<file path="src/rtl/score_bank.sv">
// Multi-player score bank: edge-detected hits with power-up multipliers and snitch bonuses,
// saturating scores, and a shared round-robin double-dabble converter feeding BCD digits.
module score_bank #(
  parameter int NUM_PLAYERS  = 2,
  parameter int SCORE_W      = 14,
  parameter int NUM_DIGITS   = 4,
  parameter int SCORE_MAX    = 9999,
  parameter int HIT_POINTS   = 10,
  parameter int SNITCH_BONUS = 150,
  parameter int PIDX_W       = 1
) (
  input  logic                             clock,
  input  logic                             reset,
  input  logic                             game_active,
  input  logic                             clear_scores,
  input  logic [NUM_PLAYERS-1:0]           hit,
  input  logic [2*NUM_PLAYERS-1:0]         powerup,
  input  logic [NUM_PLAYERS-1:0]           snitch_bonus,
  output logic [NUM_PLAYERS*SCORE_W-1:0]   score,
  output logic [NUM_PLAYERS*NUM_DIGITS*4-1:0] digits,
  output logic                             digits_valid,
  output logic [PIDX_W-1:0]                digits_player,
  output logic                             conv_busy
);

  localparam int SUM_W = SCORE_W + 4;
  localparam int CNT_W = $clog2(SCORE_W + 1);
  localparam int BCD_W = NUM_DIGITS * 4;

  typedef enum logic [1:0] {IDLE, LOAD, SHIFT, DONE} conv_state_t;

  conv_state_t state, state_next;

  logic [NUM_PLAYERS-1:0] hit_prev;
  logic [NUM_PLAYERS-1:0] hit_edge;
  logic [SCORE_W-1:0]     score_q    [NUM_PLAYERS];
  logic [SCORE_W-1:0]     score_next [NUM_PLAYERS];
  logic [SUM_W-1:0]       add        [NUM_PLAYERS];
  logic [SUM_W-1:0]       sum        [NUM_PLAYERS];
  logic [BCD_W-1:0]       digits_q   [NUM_PLAYERS];

  logic [PIDX_W-1:0]  ptr;
  logic [SCORE_W-1:0] shift_q;
  logic [BCD_W-1:0]   bcd_q;
  logic [BCD_W-1:0]   bcd_adj;
  logic [CNT_W-1:0]   cnt;

  assign hit_edge = hit & ~hit_prev & {NUM_PLAYERS{game_active}};

  always_ff @(posedge clock) begin
    if (reset) hit_prev <= '0;
    else       hit_prev <= hit;
  end

  always_comb begin
    for (int p = 0; p < NUM_PLAYERS; p++) begin
      add[p] = '0;
      if (hit_edge[p])
        add[p] = SUM_W'(HIT_POINTS) * (SUM_W'(powerup[2*p +: 2]) + SUM_W'(1));
      if (snitch_bonus[p] & game_active)
        add[p] = add[p] + SUM_W'(SNITCH_BONUS);
      sum[p] = SUM_W'(score_q[p]) + add[p];
      score_next[p] = (sum[p] > SUM_W'(SCORE_MAX)) ? SCORE_W'(SCORE_MAX) : sum[p][SCORE_W-1:0];
    end
  end

  always_ff @(posedge clock) begin
    for (int p = 0; p < NUM_PLAYERS; p++) begin
      if (reset || clear_scores) score_q[p] <= '0;
      else                       score_q[p] <= score_next[p];
    end
  end

  always_ff @(posedge clock) begin
    if (reset) state <= IDLE;
    else       state <= state_next;
  end

  always_comb begin
    state_next = state;
    case (state)
      IDLE:    state_next = LOAD;
      LOAD:    state_next = SHIFT;
      SHIFT:   if (cnt == CNT_W'(SCORE_W - 1)) state_next = DONE;
      DONE:    state_next = IDLE;
      default: state_next = IDLE;
    endcase
    if (clear_scores) state_next = IDLE;
  end

  // Add-3 correction applied to every BCD nibble before each shift.
  always_comb begin
    bcd_adj = bcd_q;
    for (int d = 0; d < NUM_DIGITS; d++) begin
      if (bcd_q[4*d +: 4] >= 4'd5) bcd_adj[4*d +: 4] = bcd_q[4*d +: 4] + 4'd3;
    end
  end

  always_ff @(posedge clock) begin
    if (reset || clear_scores) begin
      ptr           <= '0;
      shift_q       <= '0;
      bcd_q         <= '0;
      cnt           <= '0;
      digits_valid  <= 1'b0;
      digits_player <= '0;
      for (int p = 0; p < NUM_PLAYERS; p++) digits_q[p] <= '0;
    end else begin
      digits_valid <= 1'b0;
      case (state)
        LOAD: begin
          shift_q <= score_q[ptr];
          bcd_q   <= '0;
          cnt     <= '0;
        end
        SHIFT: begin
          {bcd_q, shift_q} <= {bcd_adj[BCD_W-2:0], shift_q, 1'b0};
          cnt              <= cnt + CNT_W'(1);
        end
        DONE: begin
          digits_q[ptr] <= bcd_q;
          digits_valid  <= 1'b1;
          digits_player <= ptr;
          ptr <= (ptr == PIDX_W'(NUM_PLAYERS - 1)) ? '0 : ptr + PIDX_W'(1);
        end
        default: ;
      endcase
    end
  end

  genvar gp;
  generate
    for (gp = 0; gp < NUM_PLAYERS; gp++) begin : g_pack
      assign score[gp*SCORE_W +: SCORE_W] = score_q[gp];
      assign digits[gp*BCD_W +: BCD_W]    = digits_q[gp];
    end
  endgenerate

  assign conv_busy = (state != IDLE);

endmodule
</file>
<file path="config.mk">
export PLATFORM = sky130hd
export DESIGN_NAME = score_bank
export DESIGN_NICKNAME = d
export VERILOG_FILES = /design/src/rtl/score_bank.sv
export SDC_FILE = /design/constraint.sdc
export NUM_CORES = 1
export LEC_CHECK = 0
export ABC_AREA = 1
export CORE_UTILIZATION = 40
export CTS_CLUSTER_DIAMETER = 100
export DETAILED_ROUTE_END_ITERATION = 16
export GPL_TIMING_DRIVEN = 0
export HOLD_SLACK_MARGIN = 0.12
export PLACE_DENSITY = 0.61
export REMOVE_ABC_BUFFERS = 1
export SLEW_MARGIN = 20
export SYNTH_ARGS = -nofsm -noshare
export SYNTH_HDL_FRONTEND = slang
export SYNTH_SLANG_ARGS = --single-unit
</file>
<file path="constraint.sdc">
create_clock -name clock -period 4.86 [get_ports clock]
set_input_delay 0.729 -clock clock [delete_from_list [all_inputs] [get_ports clock]]
set_output_delay 0.729 -clock clock [all_outputs]
set_load 0.005 [all_outputs]
</file>
==> results.json <==
{
  "first_global_vias": 4481,
  "cts_resized": 0,
  "finalSetupViolCount": 0,
  "ys_types": 41,
  "crit_type": "in2reg",
  "syn_to_final_growth_pct": 20.9,
  "r2r_start": "hit_prev[1]",
  "clk_latency_ps": 340,
  "grt_max_degree": 42,
  "finalCritPeriodShare_pct": 79.8,
  "layout_min_cycle_time_ps": 3880,
  "die_width_um": 121,
  "utilization_pct": 49.6,
  "grt_pass1_wl_um": 21300,
  "holdPathEnd": "bcd_q[3]",
  "min_path_cells": 2,
  "drtPass1Iterations": 5,
  "postCtsSetupBuffers": 0,
  "worstMarginPinSlew_ps": 950,
  "finalWirelength_um": 12800,
  "clk_pin_slew_ps": 70,
  "final_cell_mix": "nand2_1 (179), inv_1 (115), nor2_1 (87), clkdlybuf4s50_1 (74), dfxtp_1 (70)",
  "cts_inserted_buffers": 9,
  "fillers": 1343,
  "cp.arrival_ps": 4160,
  "hold_viol": 0,
  "final_common_cell": "nand2_1",
  "setup_tns_ps": 0,
  "critPathCaptureType": "flip-flop",
  "required_ps": 5140,
  "drtIter0Drc": 291,
  "outcome": "complete, no violations",
  "min_from": "bcd_q[3]",
  "dp.cells": 1002,
  "cts_hold_buf": 0,
  "ff_latch_area_um2": 2360,
  "vias": 4857,
  "p_leak_nw": 2.96,
  "grt_use_total_pct": 18.2,
  "yosysTopAreaCell": "dfxtp_1",
  "avgSynthCellArea_um2": 7.45,
  "fin_skew_ps": 8.62,
  "fp-row-count": 43,
  "max_slew_margin_pct": 36.6,
  "clk_path_buf_depth": 2,
  "gr-total-overflow": 0,
  "rr_endpoint": "score_q[1][11]",
  "cts_tree": "done",
  "cts_max_level": 3,
  "r2r_slack_ps": 1630,
  "numClockSinks": 102,
  "multi_input_area_um2": 2810,
  "r2r_cells": 23,
  "synth.ff_latch_count": 102,
  "ios": 75,
  "syn_inst": 765,
  "synth.top_cells.by_area": "dfxtp_1 (25%), edfxtp_1 (17%), nand2_1 (12%)",
  "critPathLaunchType": "input port",
  "io_buffers": 74,
  "path_max_fanout": 8,
  "cts_root_buffer": "clkbuf_16",
  "p_per_area_nw_per_um2": 262,
  "startpoint": "game_active",
  "n_antenna_cell": 0,
  "drive_gt1_share_pct": 5.13,
  "drc_errors": 0,
  "clock.fmax_ghz": 0.258,
  "routabilityCongestion": 0.862,
  "synth_seq_area_share_pct": 41.5,
  "min_path_type": "reg2reg",
  "ys_warn_count": 0,
  "fp.dieH_um": 121,
  "start_util_pct": 41.0,
  "netlist.area_leader.share_pct": 24.6,
  "max_cap_violations": 0,
  "viasPerCell": 4.77,
  "final_cells": 1018,
  "dieArea_um2": 14700,
  "grt_setup_unrepaired": "no",
  "layout.nets": 883,
  "ant_nets": 0,
  "dp_hpwl_um": 9640,
  "core-area_um2": 13900,
  "drv_slew": 0,
  "wl_per_cell_um": 12.6,
  "syn-cell-area_um2": 5700,
  "grt_antenna_before_repair": 0,
  "peakVddDrop_v": 0.000171
}
-- cell families (layout without fill, tap and decap cells) --
group           Yosys count  in the layout  synth area share [%]
fa+ha+maj                38             38                  8.61
buf+inv                 136            209                  9.14
compound gates          124            124                  12.1
flops                   102            102                  41.5
simple gates            352            352                  26.7
xor+xnor                 13             13                  2.00
-- synthesized netlist by cell type, drive strengths merged --
library cell / count
dfxtp: 70
nand3: 43
o211a: 1
and2: 4
a21boi: 1
nor4: 1
clkbuf: 13
o311ai: 1
or2: 1
edfxtp: 32
nor3: 7
o22ai: 2
fa: 2
clkinv: 1
inv: 118
o211ai: 5
a21oi: 56
a31oi: 9
a2bb2oi: 1
ha: 36
nand2: 189
o21a: 8
o221ai: 1
and3: 2
nand3b: 5
xnor2: 5
o21ai: 39
buf: 4
nor2: 96
nand4: 4
xor2: 8
-- worst max path at each step --
stage	endpoint	slack [ps]	cells past startpoint
after floorplan	score_q[1][11]	1610	21
after global placement	digits_q[1][2]	520	6
after detailed placement	score_q[1][4]	640	24
after CTS	score_q[1][11]	1000	25
after global routing	score_q[0][5]	640	22
final	score_q[1][11]	980	25
-- registers in the layout (all words and copies together), names as in the netlist, named ones only --
| name | cells |
|---|---|
| state | 2 |
| bcd_q | 16 |
| digits_q | 32 |
| score_q | 28 |
| ptr | 1 |
| cnt | 4 |
| digits_valid | 1 |
| digits_player | 1 |
| hit_prev | 2 |
| shift_q | 14 |
-- area by class of cell --
type | count | share of cell area (%)
Multi-Input combinational cell | 527 | 40.9
Sequential cell | 102 | 34.3
Timing Repair Buffer | 74 | 10.8
Inverter | 119 | 6.49
Clock buffer | 10 | 3.47
Tap cell | 180 | 3.27
Clock inverter | 6 | 0.872
-- metrics by stage --
stage | hold slack [ps] | cell area (um2) | total power [mW] | worst slack (ps)
after floorplan | 441 | 5620 | 1.03 | 1610
after global placement | 451 | 6590 | 1.11 | 519
after detailed placement | 457 | 6590 | 1.11 | 644
after CTS | 468 | 6890 | 1.82 | 996
after global routing | 498 | 6890 | 1.88 | 635
final | 468 | 6890 | 1.80 | 981
-- metal layers --
metal / vias to the layer above / share of wire (%) / global-route usage, %
met3: 8 / 3.5 / 3.62
met4: 0 / 0.67 / 3.40
li1: 2599 / - / -
met1: 2162 / 47 / 23.3
met2: 88 / 49 / 31.7
met5: - / 0 / 0
-- worst max-delay path, stage by stage --
cell and delay (ps):
clkdlybuf4s50_1 500, inv_1 70, nor3_1 190, inv_1 110
nor2_1 200, inv_1 120, ha_1 190, nor2_1 180
nand2_1 80, o21ai_0 100, xor2_1 190, ha_1 300
nand2_1 80, nand2_1 70, a21oi_1 170, nand2_1 90
nand2_1 80, nand2_1 60, nand2_1 70, nand3_1 70
nor2_1 80, nand2_1 90, nand2_4 130, nand2_4 110
nor2_2 110
-- power by group --
part / internal (mW) / switching, mW
clock: 0.374 / 0.340
combinational: 0.0788 / 0.103
sequential: 0.895 / 0.0114
total: 1.35 / 0.454
Note: power is estimated with default switching activity, not from simulation.
